File: src/rtl/sdram_arbiter_if.sv
// SDRAM command-bus bundle between the sub-controllers, the arbiter and the pins.
// No flow control: request/grant levels plus one-cycle end pulses.
interface sdram_arbiter_if #(
   parameter int ADDR_W = 13,
   parameter int DATA_W = 16
);
   logic              init_end;
   logic [3:0]        init_cmd;
   logic [1:0]        init_ba;
   logic [ADDR_W-1:0] init_addr;
   logic              aref_req;
   logic              aref_end;
   logic [3:0]        aref_cmd;
   logic [1:0]        aref_ba;
   logic [ADDR_W-1:0] aref_addr;
   logic              wr_req;
   logic              wr_end;
   logic [3:0]        wr_cmd;
   logic [1:0]        wr_ba;
   logic [ADDR_W-1:0] wr_addr;
   logic              wr_dq_oe;
   logic [DATA_W-1:0] wr_dq;
   logic              rd_req;
   logic              rd_end;
   logic [3:0]        rd_cmd;
   logic [1:0]        rd_ba;
   logic [ADDR_W-1:0] rd_addr;
   logic              aref_en;
   logic              wr_en;
   logic              rd_en;
   logic              cke;
   logic              sdram_cs_n;
   logic              sdram_ras_n;
   logic              sdram_cas_n;
   logic              sdram_we_n;
   logic [1:0]        sdram_ba;
   logic [ADDR_W-1:0] sdram_addr;
   logic [DATA_W-1:0] sdram_dq_out;
   logic              sdram_dq_oe;

   // Arbiter side.
   modport slave (
      input  init_end, init_cmd, init_ba, init_addr,
      input  aref_req, aref_end, aref_cmd, aref_ba, aref_addr,
      input  wr_req, wr_end, wr_cmd, wr_ba, wr_addr, wr_dq_oe, wr_dq,
      input  rd_req, rd_end, rd_cmd, rd_ba, rd_addr,
      output aref_en, wr_en, rd_en, cke,
      output sdram_cs_n, sdram_ras_n, sdram_cas_n, sdram_we_n,
      output sdram_ba, sdram_addr, sdram_dq_out, sdram_dq_oe
   );

   // Sub-controller / pin side.
   modport master (
      output init_end, init_cmd, init_ba, init_addr,
      output aref_req, aref_end, aref_cmd, aref_ba, aref_addr,
      output wr_req, wr_end, wr_cmd, wr_ba, wr_addr, wr_dq_oe, wr_dq,
      output rd_req, rd_end, rd_cmd, rd_ba, rd_addr,
      input  aref_en, wr_en, rd_en, cke,
      input  sdram_cs_n, sdram_ras_n, sdram_cas_n, sdram_we_n,
      input  sdram_ba, sdram_addr, sdram_dq_out, sdram_dq_oe
   );
endinterface

File: src/rtl/sdram_arbiter.sv
// SDRAM command arbiter: refresh beats write/read, write and read alternate.
// Latency: grant one edge after request seen in ARBIT; pins are a decode of state.
// Backpressure: requests wait as levels; grants are held until the owner's end pulse.
module sdram_arbiter #(
   parameter int ADDR_W = 13,
   parameter int DATA_W = 16
) (
   input  logic           clk,
   input  logic           rst,
   sdram_arbiter_if.slave bus
);

   typedef enum logic [2:0] {
      S_INIT  = 3'd0,
      S_ARBIT = 3'd1,
      S_AREF  = 3'd2,
      S_WRITE = 3'd3,
      S_READ  = 3'd4
   } state_t;

   state_t state, state_nxt;
   logic   last_wr;

   logic [3:0]        cmd;
   logic [1:0]        ba;
   logic [ADDR_W-1:0] addr;
   logic [DATA_W-1:0] dq_out;
   logic              dq_oe;
   logic              aref_en, wr_en, rd_en;

   always_ff @(posedge clk) begin
      if (rst) begin
         state   <= S_INIT;
         last_wr <= 1'b0;
      end else begin
         state <= state_nxt;
         if (state == S_ARBIT && state_nxt == S_WRITE)
            last_wr <= 1'b1;
         else if (state == S_ARBIT && state_nxt == S_READ)
            last_wr <= 1'b0;
      end
   end

   always_comb begin
      state_nxt = state;
      cmd       = 4'b0111;
      ba        = 2'b11;
      addr      = {ADDR_W{1'b1}};
      dq_out    = {DATA_W{1'b0}};
      dq_oe     = 1'b0;
      aref_en   = 1'b0;
      wr_en     = 1'b0;
      rd_en     = 1'b0;
      case (state)
         S_INIT: begin
            cmd  = bus.init_cmd;
            ba   = bus.init_ba;
            addr = bus.init_addr;
            if (bus.init_end) state_nxt = S_ARBIT;
         end
         S_ARBIT: begin
            if (bus.aref_req)
               state_nxt = S_AREF;
            else if (bus.wr_req && bus.rd_req)
               state_nxt = last_wr ? S_READ : S_WRITE;
            else if (bus.wr_req)
               state_nxt = S_WRITE;
            else if (bus.rd_req)
               state_nxt = S_READ;
         end
         S_AREF: begin
            aref_en = 1'b1;
            cmd     = bus.aref_cmd;
            ba      = bus.aref_ba;
            addr    = bus.aref_addr;
            if (bus.aref_end) state_nxt = S_ARBIT;
         end
         S_WRITE: begin
            wr_en  = 1'b1;
            cmd    = bus.wr_cmd;
            ba     = bus.wr_ba;
            addr   = bus.wr_addr;
            dq_oe  = bus.wr_dq_oe;
            dq_out = bus.wr_dq;
            if (bus.wr_end) state_nxt = S_ARBIT;
         end
         S_READ: begin
            rd_en = 1'b1;
            cmd   = bus.rd_cmd;
            ba    = bus.rd_ba;
            addr  = bus.rd_addr;
            if (bus.rd_end) state_nxt = S_ARBIT;
         end
         default: state_nxt = S_INIT;
      endcase
   end

   assign bus.aref_en      = aref_en;
   assign bus.wr_en        = wr_en;
   assign bus.rd_en        = rd_en;
   assign bus.cke          = 1'b1;
   assign bus.sdram_cs_n   = cmd[3];
   assign bus.sdram_ras_n  = cmd[2];
   assign bus.sdram_cas_n  = cmd[1];
   assign bus.sdram_we_n   = cmd[0];
   assign bus.sdram_ba     = ba;
   assign bus.sdram_addr   = addr;
   assign bus.sdram_dq_out = dq_out;
   assign bus.sdram_dq_oe  = dq_oe;

endmodule

File: src/flat_wrapper.sv
// flat-port wrapper written by rule: the top's interface ports become plain ports
module sdram_arbiter_flat 
#(
   parameter int ADDR_W = 13,
   parameter int DATA_W = 16
)
  (clk, rst, bus_init_end, bus_init_cmd, bus_init_ba, bus_init_addr, bus_aref_req, bus_aref_end, bus_aref_cmd, bus_aref_ba, bus_aref_addr, bus_wr_req, bus_wr_end, bus_wr_cmd, bus_wr_ba, bus_wr_addr, bus_wr_dq_oe, bus_wr_dq, bus_rd_req, bus_rd_end, bus_rd_cmd, bus_rd_ba, bus_rd_addr, bus_aref_en, bus_wr_en, bus_rd_en, bus_cke, bus_sdram_cs_n, bus_sdram_ras_n, bus_sdram_cas_n, bus_sdram_we_n, bus_sdram_ba, bus_sdram_addr, bus_sdram_dq_out, bus_sdram_dq_oe);
  sdram_arbiter_if #(.ADDR_W(ADDR_W), .DATA_W(DATA_W)) bus_i ();
  input  logic clk;
  input  logic rst;
  input wire logic [$bits(bus_i.init_end)-1:0] bus_init_end;
  input wire logic [$bits(bus_i.init_cmd)-1:0] bus_init_cmd;
  input wire logic [$bits(bus_i.init_ba)-1:0] bus_init_ba;
  input wire logic [$bits(bus_i.init_addr)-1:0] bus_init_addr;
  input wire logic [$bits(bus_i.aref_req)-1:0] bus_aref_req;
  input wire logic [$bits(bus_i.aref_end)-1:0] bus_aref_end;
  input wire logic [$bits(bus_i.aref_cmd)-1:0] bus_aref_cmd;
  input wire logic [$bits(bus_i.aref_ba)-1:0] bus_aref_ba;
  input wire logic [$bits(bus_i.aref_addr)-1:0] bus_aref_addr;
  input wire logic [$bits(bus_i.wr_req)-1:0] bus_wr_req;
  input wire logic [$bits(bus_i.wr_end)-1:0] bus_wr_end;
  input wire logic [$bits(bus_i.wr_cmd)-1:0] bus_wr_cmd;
  input wire logic [$bits(bus_i.wr_ba)-1:0] bus_wr_ba;
  input wire logic [$bits(bus_i.wr_addr)-1:0] bus_wr_addr;
  input wire logic [$bits(bus_i.wr_dq_oe)-1:0] bus_wr_dq_oe;
  input wire logic [$bits(bus_i.wr_dq)-1:0] bus_wr_dq;
  input wire logic [$bits(bus_i.rd_req)-1:0] bus_rd_req;
  input wire logic [$bits(bus_i.rd_end)-1:0] bus_rd_end;
  input wire logic [$bits(bus_i.rd_cmd)-1:0] bus_rd_cmd;
  input wire logic [$bits(bus_i.rd_ba)-1:0] bus_rd_ba;
  input wire logic [$bits(bus_i.rd_addr)-1:0] bus_rd_addr;
  output wire logic [$bits(bus_i.aref_en)-1:0] bus_aref_en;
  output wire logic [$bits(bus_i.wr_en)-1:0] bus_wr_en;
  output wire logic [$bits(bus_i.rd_en)-1:0] bus_rd_en;
  output wire logic [$bits(bus_i.cke)-1:0] bus_cke;
  output wire logic [$bits(bus_i.sdram_cs_n)-1:0] bus_sdram_cs_n;
  output wire logic [$bits(bus_i.sdram_ras_n)-1:0] bus_sdram_ras_n;
  output wire logic [$bits(bus_i.sdram_cas_n)-1:0] bus_sdram_cas_n;
  output wire logic [$bits(bus_i.sdram_we_n)-1:0] bus_sdram_we_n;
  output wire logic [$bits(bus_i.sdram_ba)-1:0] bus_sdram_ba;
  output wire logic [$bits(bus_i.sdram_addr)-1:0] bus_sdram_addr;
  output wire logic [$bits(bus_i.sdram_dq_out)-1:0] bus_sdram_dq_out;
  output wire logic [$bits(bus_i.sdram_dq_oe)-1:0] bus_sdram_dq_oe;
  assign bus_i.init_end = bus_init_end;
  assign bus_i.init_cmd = bus_init_cmd;
  assign bus_i.init_ba = bus_init_ba;
  assign bus_i.init_addr = bus_init_addr;
  assign bus_i.aref_req = bus_aref_req;
  assign bus_i.aref_end = bus_aref_end;
  assign bus_i.aref_cmd = bus_aref_cmd;
  assign bus_i.aref_ba = bus_aref_ba;
  assign bus_i.aref_addr = bus_aref_addr;
  assign bus_i.wr_req = bus_wr_req;
  assign bus_i.wr_end = bus_wr_end;
  assign bus_i.wr_cmd = bus_wr_cmd;
  assign bus_i.wr_ba = bus_wr_ba;
  assign bus_i.wr_addr = bus_wr_addr;
  assign bus_i.wr_dq_oe = bus_wr_dq_oe;
  assign bus_i.wr_dq = bus_wr_dq;
  assign bus_i.rd_req = bus_rd_req;
  assign bus_i.rd_end = bus_rd_end;
  assign bus_i.rd_cmd = bus_rd_cmd;
  assign bus_i.rd_ba = bus_rd_ba;
  assign bus_i.rd_addr = bus_rd_addr;
  assign bus_aref_en = bus_i.aref_en;
  assign bus_wr_en = bus_i.wr_en;
  assign bus_rd_en = bus_i.rd_en;
  assign bus_cke = bus_i.cke;
  assign bus_sdram_cs_n = bus_i.sdram_cs_n;
  assign bus_sdram_ras_n = bus_i.sdram_ras_n;
  assign bus_sdram_cas_n = bus_i.sdram_cas_n;
  assign bus_sdram_we_n = bus_i.sdram_we_n;
  assign bus_sdram_ba = bus_i.sdram_ba;
  assign bus_sdram_addr = bus_i.sdram_addr;
  assign bus_sdram_dq_out = bus_i.sdram_dq_out;
  assign bus_sdram_dq_oe = bus_i.sdram_dq_oe;
  sdram_arbiter #(.ADDR_W(ADDR_W), .DATA_W(DATA_W)) u_core (.clk(clk), .rst(rst), .bus(bus_i));
endmodule
File: config.mk
export PLATFORM = sky130hd
export DESIGN_NAME = sdram_arbiter_flat
export DESIGN_NICKNAME = d
export VERILOG_FILES = /design/src/rtl/sdram_arbiter_if.sv /design/src/rtl/sdram_arbiter.sv /design/src/flat_wrapper.sv
export SDC_FILE = /design/constraint.sdc
export NUM_CORES = 1
export LEC_CHECK = 0
export CAP_MARGIN = 10
export CORE_ASPECT_RATIO = 0.8
export CORE_MARGIN = 2
export CORE_UTILIZATION = 26
export CTS_BUF_LIST = sky130_fd_sc_hd__clkbuf_16
export DETAILED_ROUTE_END_ITERATION = 10
export GPL_TIMING_DRIVEN = 0
export PLACE_DENSITY = 0.88
export SYNTH_ARGS = -nofsm -noshare
export SYNTH_HDL_FRONTEND = slang
export SYNTH_SLANG_ARGS = --single-unit
File: constraint.sdc
create_clock -name clk -period 3.2 [get_ports clk]
set_input_delay 0.64 -clock clk [delete_from_list [all_inputs] [get_ports clk]]
set_output_delay 0.64 -clock clk [all_outputs]
set_load 0.005 [all_outputs]
Yosys cells after proc, flatten, opt, wreduce, memory -nomap -nowiden
Cells that the tools add are included.
{"block": "totals", "ff_bits": 4, "in_bits": 102, "out_inout_bits": 40}
{"block": "op_classes", "eq_ne": 6, "mux": 20, "reduce_logical": 5}
{"cell": "one-hot mux 13 bit (4 select lines)", "count": 1}
{"cell": "two-way mux 3 bit", "count": 9}
{"cell": "two-way mux 16 bit", "count": 1}
{"cell": "one-hot mux 4 bit (4 select lines)", "count": 1}
{"cell": "one-hot mux 3 bit (5 select lines)", "count": 1}
{"cell": "== test 3 x 2 -> 1 bit, second input constant", "count": 3}
{"cell": "one-hot mux 2 bit (4 select lines)", "count": 1}
{"cell": "== test 3 bit, second input constant", "count": 2}
{"cell": "two-way mux 1 bit", "count": 6}
{"cell": "== test 3 x 1 -> 1 bit, second input constant", "count": 1}
{"cell": "logical AND 1 bit", "count": 3}
{"cell": "zero test 3 bit", "count": 1}
{"cell": "nonzero test 2 bit", "count": 1}

Logic depth before layout (Yosys ltp)
Gate-level depths: netlist (run 1).
{"block": "logic_depth", "ltp_word": 9, "mapped_depth": 6}

Worst setup path before layout (run 1)
No wires, ideal clock.
{"block": "synth_path", "path_kind": "register to output", "from": "reg u_core.state[0]", "to": "out bus_sdram_addr[0]", "arrival_ps": 1197, "t_required_ps": 2560, "path_slack_ps": 1363, "stages_incl_launch_ff": 7, "path_buffers": 3, "cell_sequence": "dfxtp_1 buf_2 or3b_1 buf_4 buf_6 nor2_1 a211oi_1"}
{"block": "synth_between", "elab_chain_cells": 2, "elab_cells_between_ends": 5}
{"element": "start, declared", "line": "sdram_arbiter.sv:21", "text": "state_t state, state_nxt;"}
{"element": "start signal, assigned", "line": "sdram_arbiter.sv:36", "text": "state <= state_nxt;"}
{"element": "== test 3 bit, or another cell as far along", "line": "sdram_arbiter.sv:54", "text": "case (state)"}
{"element": "one-hot mux 13 bit (4 select lines) (*)", "line": "sdram_arbiter.sv:54"}
{"element": "end, declared", "line": "flat_wrapper.sv:41", "text": "output wire logic [$bits(bus_i.sdram_addr)-1:0] bus_sdram_addr;"}
Mark *: on every way between the ends. The rest lies on a longest branch, timed or not.

Final worst setup path (run 1)
{"block": "layout_path", "from": "reg u_core.state[2]", "to": "out bus_sdram_addr[8]"}
The elaborated chain is that of the path after synthesis.

==> reports/results.tsv, run 1 <==
metric	value	unit
synth warn	0	
LEAKAGE	1.01	nW
H-tree depth	1	
Max clock buf depth	2	
CTS sink count	4	
clk_lat worst skew	0.22	ns
per-cell routed wire length	14.0	um
PwrDens	242	nW/um^2
GRT Util Overall	0.212	
Final WS setup	0.509	ns
top cell type's share of synthesized area	0.191	
Final period util	0.841	
Port Buffers	140	
Post-Syn Area	997	um^2
Synth Register Bits	4	
placed cell count	326	
Worst Path Max Fanout	10	
run status	complete, no violations	
count of pins over their slew limit	0	
Max Cap Viol	0	
layout cell share with drive strength beyond 1	0.0737	
initial antenna violation count	0	
CP required	2.56	ns
post-route insts no fill	329	
Yosys cell types	33	
Post-CTS Resized	0	
total power	0.000613	W
first-pass GRT wire length	7.24	mm
Clock transition at path regs	0.03	ns
Async SR Flop Fraction	0	
Mean Syn Cell Area	7.02	um^2
hold path start	u_core.last_wr	
CTS tree	built	
Max Fclk	0.372	GHz
Syn Inst Count	142	
R2R cell count	5	
Total Neg Setup Slack	0	ns
Vias/cell	4.80	
postcts setup bufs	0	
Post-Route WL	4.60	mm
Hold Path Class	reg2reg	
arrival time worst endpoint	2.05	ns
nets	389	
Inserted Clock Buffers	3	
Register Area	80.1	um^2
RSZ-0062 raised after global routing	no	
pin count of the biggest net entering global routing	11	
Final Critical Period	2.69	ns
commonest cells in the netlist	mux2i_1 (19), nor2_1 (19), and3_1 (17)	
# fillers	346	
CTS root buf	clkbuf_16	
DR pass1 iterations	4	
Area Growth Syn to Fin	154	%
Critical Path End Type	output pin	
sequential area share after synthesis	0.0803	
first-iteration detailed-routing DRC count	42	
n_diodes	0	
IO Pins	142	
skew final	0.00226	ns
class of the most critical setup path	reg2out	
R2R setup slack	1.83	ns
die width	73.2	um
Synth area leader	mux2i_1	
core area	3730	um^2
launching point of the worst reg2reg path	u_core.state[1]	
fin util	0.678	
hold path endpoint	u_core.last_wr	
num rows	20	
vias post-DR	1578	
Worst slew margin	0.524	
final setup vio count	0	
peak supply drop	0.000220	V
post-DP HPWL	3.79	mm
Worst-Margin Slew	0.712	ns
vias in the first global route	1603	
Most used DFF post-synth	dfxtp_1	
DRC errors left	0	
pre-CTS setup slack	0.498	ns
quantity of hold-fixing buffers added after cts	0	
Antenna Violating Nets Remaining	0	
WHS Path Cells	1	
DIE HEIGHT	59.4	um
Mapped Nets	244	
Final Hold Fails	0	
crit start category	flop	
initial core utilization	0.267	
area of the multi-input gates	811	um^2
Post-synth EDFFs	0	
Remaining Overflow, GRT	0	
GP Congestion	0.780	
Die ar.	4350	um^2
R2R Path End	u_core.state[0]	
most area-consuming cells after synthesis	mux2i_1 (19%), and3_1 (11%), dfxtp_1 (8.0%)	
==> report_power, final <==
group / internal (W) / switching (W) / leakage, nW
sequential: 0.0000537 / 0.00000108 / 0.0327
combinational: 0.000242 / 0.000124 / 0.938
clock: 0.000159 / 0.0000329 / 0.0370
total: 0.000455 / 0.000158 / 1.01
==> layer usage <==
metal / track usage / share of wire
met1: 0.251 / 0.43
met3: 0.0510 / 0.083
met5: 0 / 0
met4: 0.0635 / 0.011
met2: 0.381 / 0.48
==> cells by family (layout without fill, tap and decap cells) <==
logic type	after synthesis	count (layout)	share of synthesized area
AND/OR/NAND/NOR	69	69	0.385
AO/OA/AOI/OAI	28	28	0.222
multiplexers	20	20	0.202
buffers and inverters	20	163	0.107
flip-flops	4	4	0.0803
other	1	1	0.00376
==> registers in the layout, summed over array words and instances, names as in the netlist <==
signal and flops:
u_core.last_wr 1, u_core.state 3
==> critical path: stages, from the launching register on <==
cell and delay, ns:
dfxtp_1 0.32, buf_4 0.18, or3b_1 0.35, buf_4 0.18, buf_6 0.15, nor2_1 0.12
a211oi_1 0.06, clkdlybuf4s50_1 0.46
==> placed cells by master (no fill, tap or decap), types with 2 or more instances in the layout <==
cell / count
a211oi_1: 10
a221oi_1: 9
a22oi_1: 2
and2_1: 2
and3_1: 17
buf_2: 6
buf_4: 4
clkbuf_1: 5
clkbuf_16: 3
clkdlybuf4s50_1: 140
dfxtp_1: 4
inv_1: 3
mux2i_1: 19
nand2_1: 3
nor2_1: 19
nor2b_1: 11
nor3_1: 9
or2_2: 2
==> per-stage QoR <==
| stage | instance area (um^2) | hold WS [ns] |
|---|---|---|
| after floorplan | 997 | 0.456 |
| after detailed placement | 2450 | 0.519 |
| final | 2530 | 0.534 |
| after CTS | 2530 | 0.527 |
| after global placement | 2450 | 0.478 |
| after global routing | 2530 | 0.564 |
==> worst max-delay path by stage <==
stage                           startpoint  cells after the start                 to  slack [ns]
after floorplan            u_core.state[0]                      6  bus_sdram_addr[0]        1.36
after global placement    bus_aref_addr[2]                      4  bus_sdram_addr[2]        0.54
after detailed placement  bus_aref_addr[2]                      4  bus_sdram_addr[2]        0.50
after CTS                 bus_aref_addr[2]                      4  bus_sdram_addr[2]        0.50
after global routing       u_core.state[2]                      5  bus_sdram_addr[7]        0.38
final                      u_core.state[2]                      7  bus_sdram_addr[8]        0.51
==> cell type report <==
| type | count | area share |
|---|---|---|
| timing repair buffer | 140 | 0.554 |
| buffer | 17 | 0.0376 |
| inverter | 3 | 0.00445 |
| sequential | 4 | 0.0317 |
| multi-input combinational | 118 | 0.321 |
| clock buffer | 3 | 0.0297 |
| tap | 44 | 0.0218 |
Note: power is estimated with default switching activity, not from simulation.
==> run 2, diff against run 1 <==
--- a/config.mk
+++ b/config.mk
@@ -8,11 +8,11 @@
 export CAP_MARGIN = 10
 export CORE_ASPECT_RATIO = 0.8
 export CORE_MARGIN = 2
-export CORE_UTILIZATION = 26
+export CORE_UTILIZATION = 24
 export CTS_BUF_LIST = sky130_fd_sc_hd__clkbuf_16
 export DETAILED_ROUTE_END_ITERATION = 10
 export GPL_TIMING_DRIVEN = 0
-export PLACE_DENSITY = 0.88
+export PLACE_DENSITY = 0.82
 export SYNTH_ARGS = -nofsm -noshare
 export SYNTH_HDL_FRONTEND = slang
 export SYNTH_SLANG_ARGS = --single-unit
==> constraint.sdc (replaced) <==
create_clock -name clk -period 2.6 [get_ports clk]
set_input_delay 0.52 -clock clk [delete_from_list [all_inputs] [get_ports clk]]
set_output_delay 0.52 -clock clk [all_outputs]
set_load 0.005 [all_outputs]
==> reports/results.tsv, run 2 (synthesis results as in run 1) <==
metric	value	unit	change
run status	complete, no violations		unchanged
n_diodes	0		unchanged
worst hold-check slack	0.502	ns	was 0.534 ns
Max Cap Viol	0		unchanged
Final Hold Fails	0		unchanged
largest registers	u_core.state: 3 flops, u_core.last_wr: 1 flops		unchanged
cells along the critical path	buf_4 -> nor2b_1 -> clkbuf_2 -> clkbuf_4 -> a211oi_1 -> clkdlybuf4s50_1		was buf_4 -> or3b_1 -> buf_4 -> buf_6 -> nor2_1 -> a211oi_1 -> clkdlybuf4s50_1
CTS sink count	4		unchanged
peak supply drop	0.000288	V	was 0.000220 V
class of the most critical setup path	reg2out		unchanged
Hold Path Class	reg2reg		unchanged
Worst-Margin Slew	0.667	ns	was 0.712 ns
die width	76.1	um	was 73.2 um
Critical Path End Type	output pin		unchanged
vias post-DR	1619		was 1578
vias in the first global route	1617		was 1603
arrival time worst endpoint	2.00	ns	was 2.05 ns
CP top delay family	buffers and inverters		unchanged
Area after DPL	2470	um^2	was 2450 um^2
hold path endpoint	u_core.last_wr		unchanged
Inserted Clock Buffers	3		unchanged
initial antenna violation count	0		unchanged
Register Area	80.1	um^2	unchanged
Final period util	0.970		
placed cell count	337		was 326
R2R setup slack	1.22	ns	was 1.83 ns
Die ar.	4690	um^2	was 4350 um^2
first-pass GRT wire length	7.58	mm	was 7.24 mm
Final Critical Period	2.52	ns	
GP Congestion	0.789		was 0.780
Clock transition at path regs	0.03	ns	about the same
Max clock buf depth	2		unchanged
H-tree depth	1		unchanged
R2R Path End	u_core.state[0]		unchanged
postcts setup bufs	0		unchanged
DRC errors left	0		unchanged
DR pass1 iterations	4		unchanged
Crit path largest cell delay	0.54	ns	was 0.46 ns
worst-path cell with the longest stage delay	clkdlybuf4s50_1		unchanged
Max Fclk	0.397	GHz	
max reg flops	3		unchanged
IO Pins	142		unchanged
Worst Path Max Fanout	10		unchanged
PwrDens	299	nW/um^2	was 242 nW/um^2
pin count of the biggest net entering global routing	11		unchanged
layout cell share with drive strength beyond 1	0.0807		was 0.0737
area of the multi-input gates	816	um^2	was 811 um^2
# fillers	338		was 346
Post-Route WL	4.90	mm	was 4.60 mm
most used cells in the layout excluding fill and tap cells	clkdlybuf4s50_1 (137), mux2i_1 (19), nor2_1 (19), and3_1 (17), nor2b_1 (11)		was clkdlybuf4s50_1 (140), mux2i_1 (19), nor2_1 (19), and3_1 (17), nor2b_1 (11)
Vias/cell	4.76		was 4.80
final setup vio count	0		unchanged
worst path buffer plus inverter count	4		unchanged
DIE HEIGHT	61.7	um	was 59.4 um
launching point of the worst reg2reg path	u_core.state[1]		unchanged
post-DP HPWL	3.98	mm	was 3.79 mm
num rows	20		unchanged
count of pins over their slew limit	0		unchanged
R2R cell count	5		unchanged
WHS Path Cells	1		unchanged
RSZ-0062 raised after global routing	yes		was no
CP required	2.08	ns	was 2.56 ns
Port Buffers	140		unchanged
crit start category	flop		unchanged
most common cell after layout, fill and taps aside	clkdlybuf4s50_1		unchanged
hold path start	u_core.last_wr		unchanged
nets	389		unchanged
post-route insts no fill	340		was 329
CTS tree	built		unchanged
first-iteration detailed-routing DRC count	68		was 42
Top reg by flops	u_core.state		unchanged
initial core utilization	0.255		was 0.267
skew final	0.00264	ns	was 0.00226 ns
Area Growth Syn to Fin	157	%	was 154%
quantity of hold-fixing buffers added after cts	0		unchanged
fin area	2560	um^2	was 2530 um^2
Antenna Violating Nets Remaining	0		unchanged
per-cell routed wire length	14.4	um	was 14.0 um
core area	3900	um^2	was 3730 um^2
clk_lat worst skew	0.23	ns	was 0.22 ns
CTS root buf	clkbuf_16		unchanged
LEAKAGE	1.03	nW	was 1.01 nW
GRT Util Overall	0.200		was 0.212
Remaining Overflow, GRT	0		unchanged
Worst slew margin	0.554		was 0.524
run 2: cell types whose count changed in the layout (fill, tap and decap cells not counted), sizes merged:
cell | previous run | this run
buf | 11 | 9
clkbuf | 9 | 11
clkdlybuf4s50 | 140 | 137
dlymetal6s2s | 0 | 3
run 2: how the worst max path moves through the flow:
| stage | from | endpoint | slack [ns] | cells past startpoint |
|---|---|---|---|---|
| final | u_core.state[1] | bus_sdram_addr[8] | 0.08 | 6 |
| after global routing | u_core.state[2] | bus_sdram_addr[4] | -0.009 | 7 |
| after CTS | u_core.state[2] | bus_sdram_addr[11] | 0.02 | 7 |
| after detailed placement | bus_aref_addr[11] | bus_sdram_addr[11] | 0.14 | 4 |
| after global placement | bus_aref_addr[11] | bus_sdram_addr[11] | 0.17 | 4 |
| after floorplan | u_core.state[0] | bus_sdram_addr[0] | 0.88 | 6 |
run 2: final cells by class:
class | instances | share of cell area
Timing Repair Buffer | 140 | 0.550
Multi-Input combinational cell | 118 | 0.318
Buffer | 17 | 0.0405
Inverter | 3 | 0.00439
Sequential cell | 4 | 0.0312
Clock buffer | 3 | 0.0293
Tap cell | 55 | 0.0268
run 2: stage by stage:
step	setup slack [ns]	total power, W	setup TNS (ns)	util
final	0.0785	0.000766	0	0.657
after global routing	-0.00944	0.000807	-0.0269	0.657
after CTS	0.0186	0.000770	0	0.652
after detailed placement	0.137	0.000522	0	0.632
after global placement	0.167	0.000517	0	0.632
after floorplan	0.883	0.000235	0	-
run 2: layer usage:
| layer | vias to the layer above | wire length [um] | global-route usage |
|---|---|---|---|
| met5 | - | 0 | 0 |
| met2 | 87 | 2400 | 0.367 |
| met3 | 4 | 377 | 0.0455 |
| li1 | 813 | - | - |
| met4 | 0 | 19 | 0.0390 |
| met1 | 715 | 2110 | 0.250 |
run 2: where the power goes:
group,switching (W),internal [W],leakage [nW],total (W)
registers,0.00000135,0.0000660,0.0327,0.0000674
clock network,0.0000465,0.000197,0.0370,0.000243
logic,0.000156,0.000299,0.963,0.000455
run 2: what timing repair did:
action / CTS / global route
setup endpoints to repair: 1 / 11
pin swaps: 0 / 0
cloned: 0 / 0
resized for setup: 1 / 8
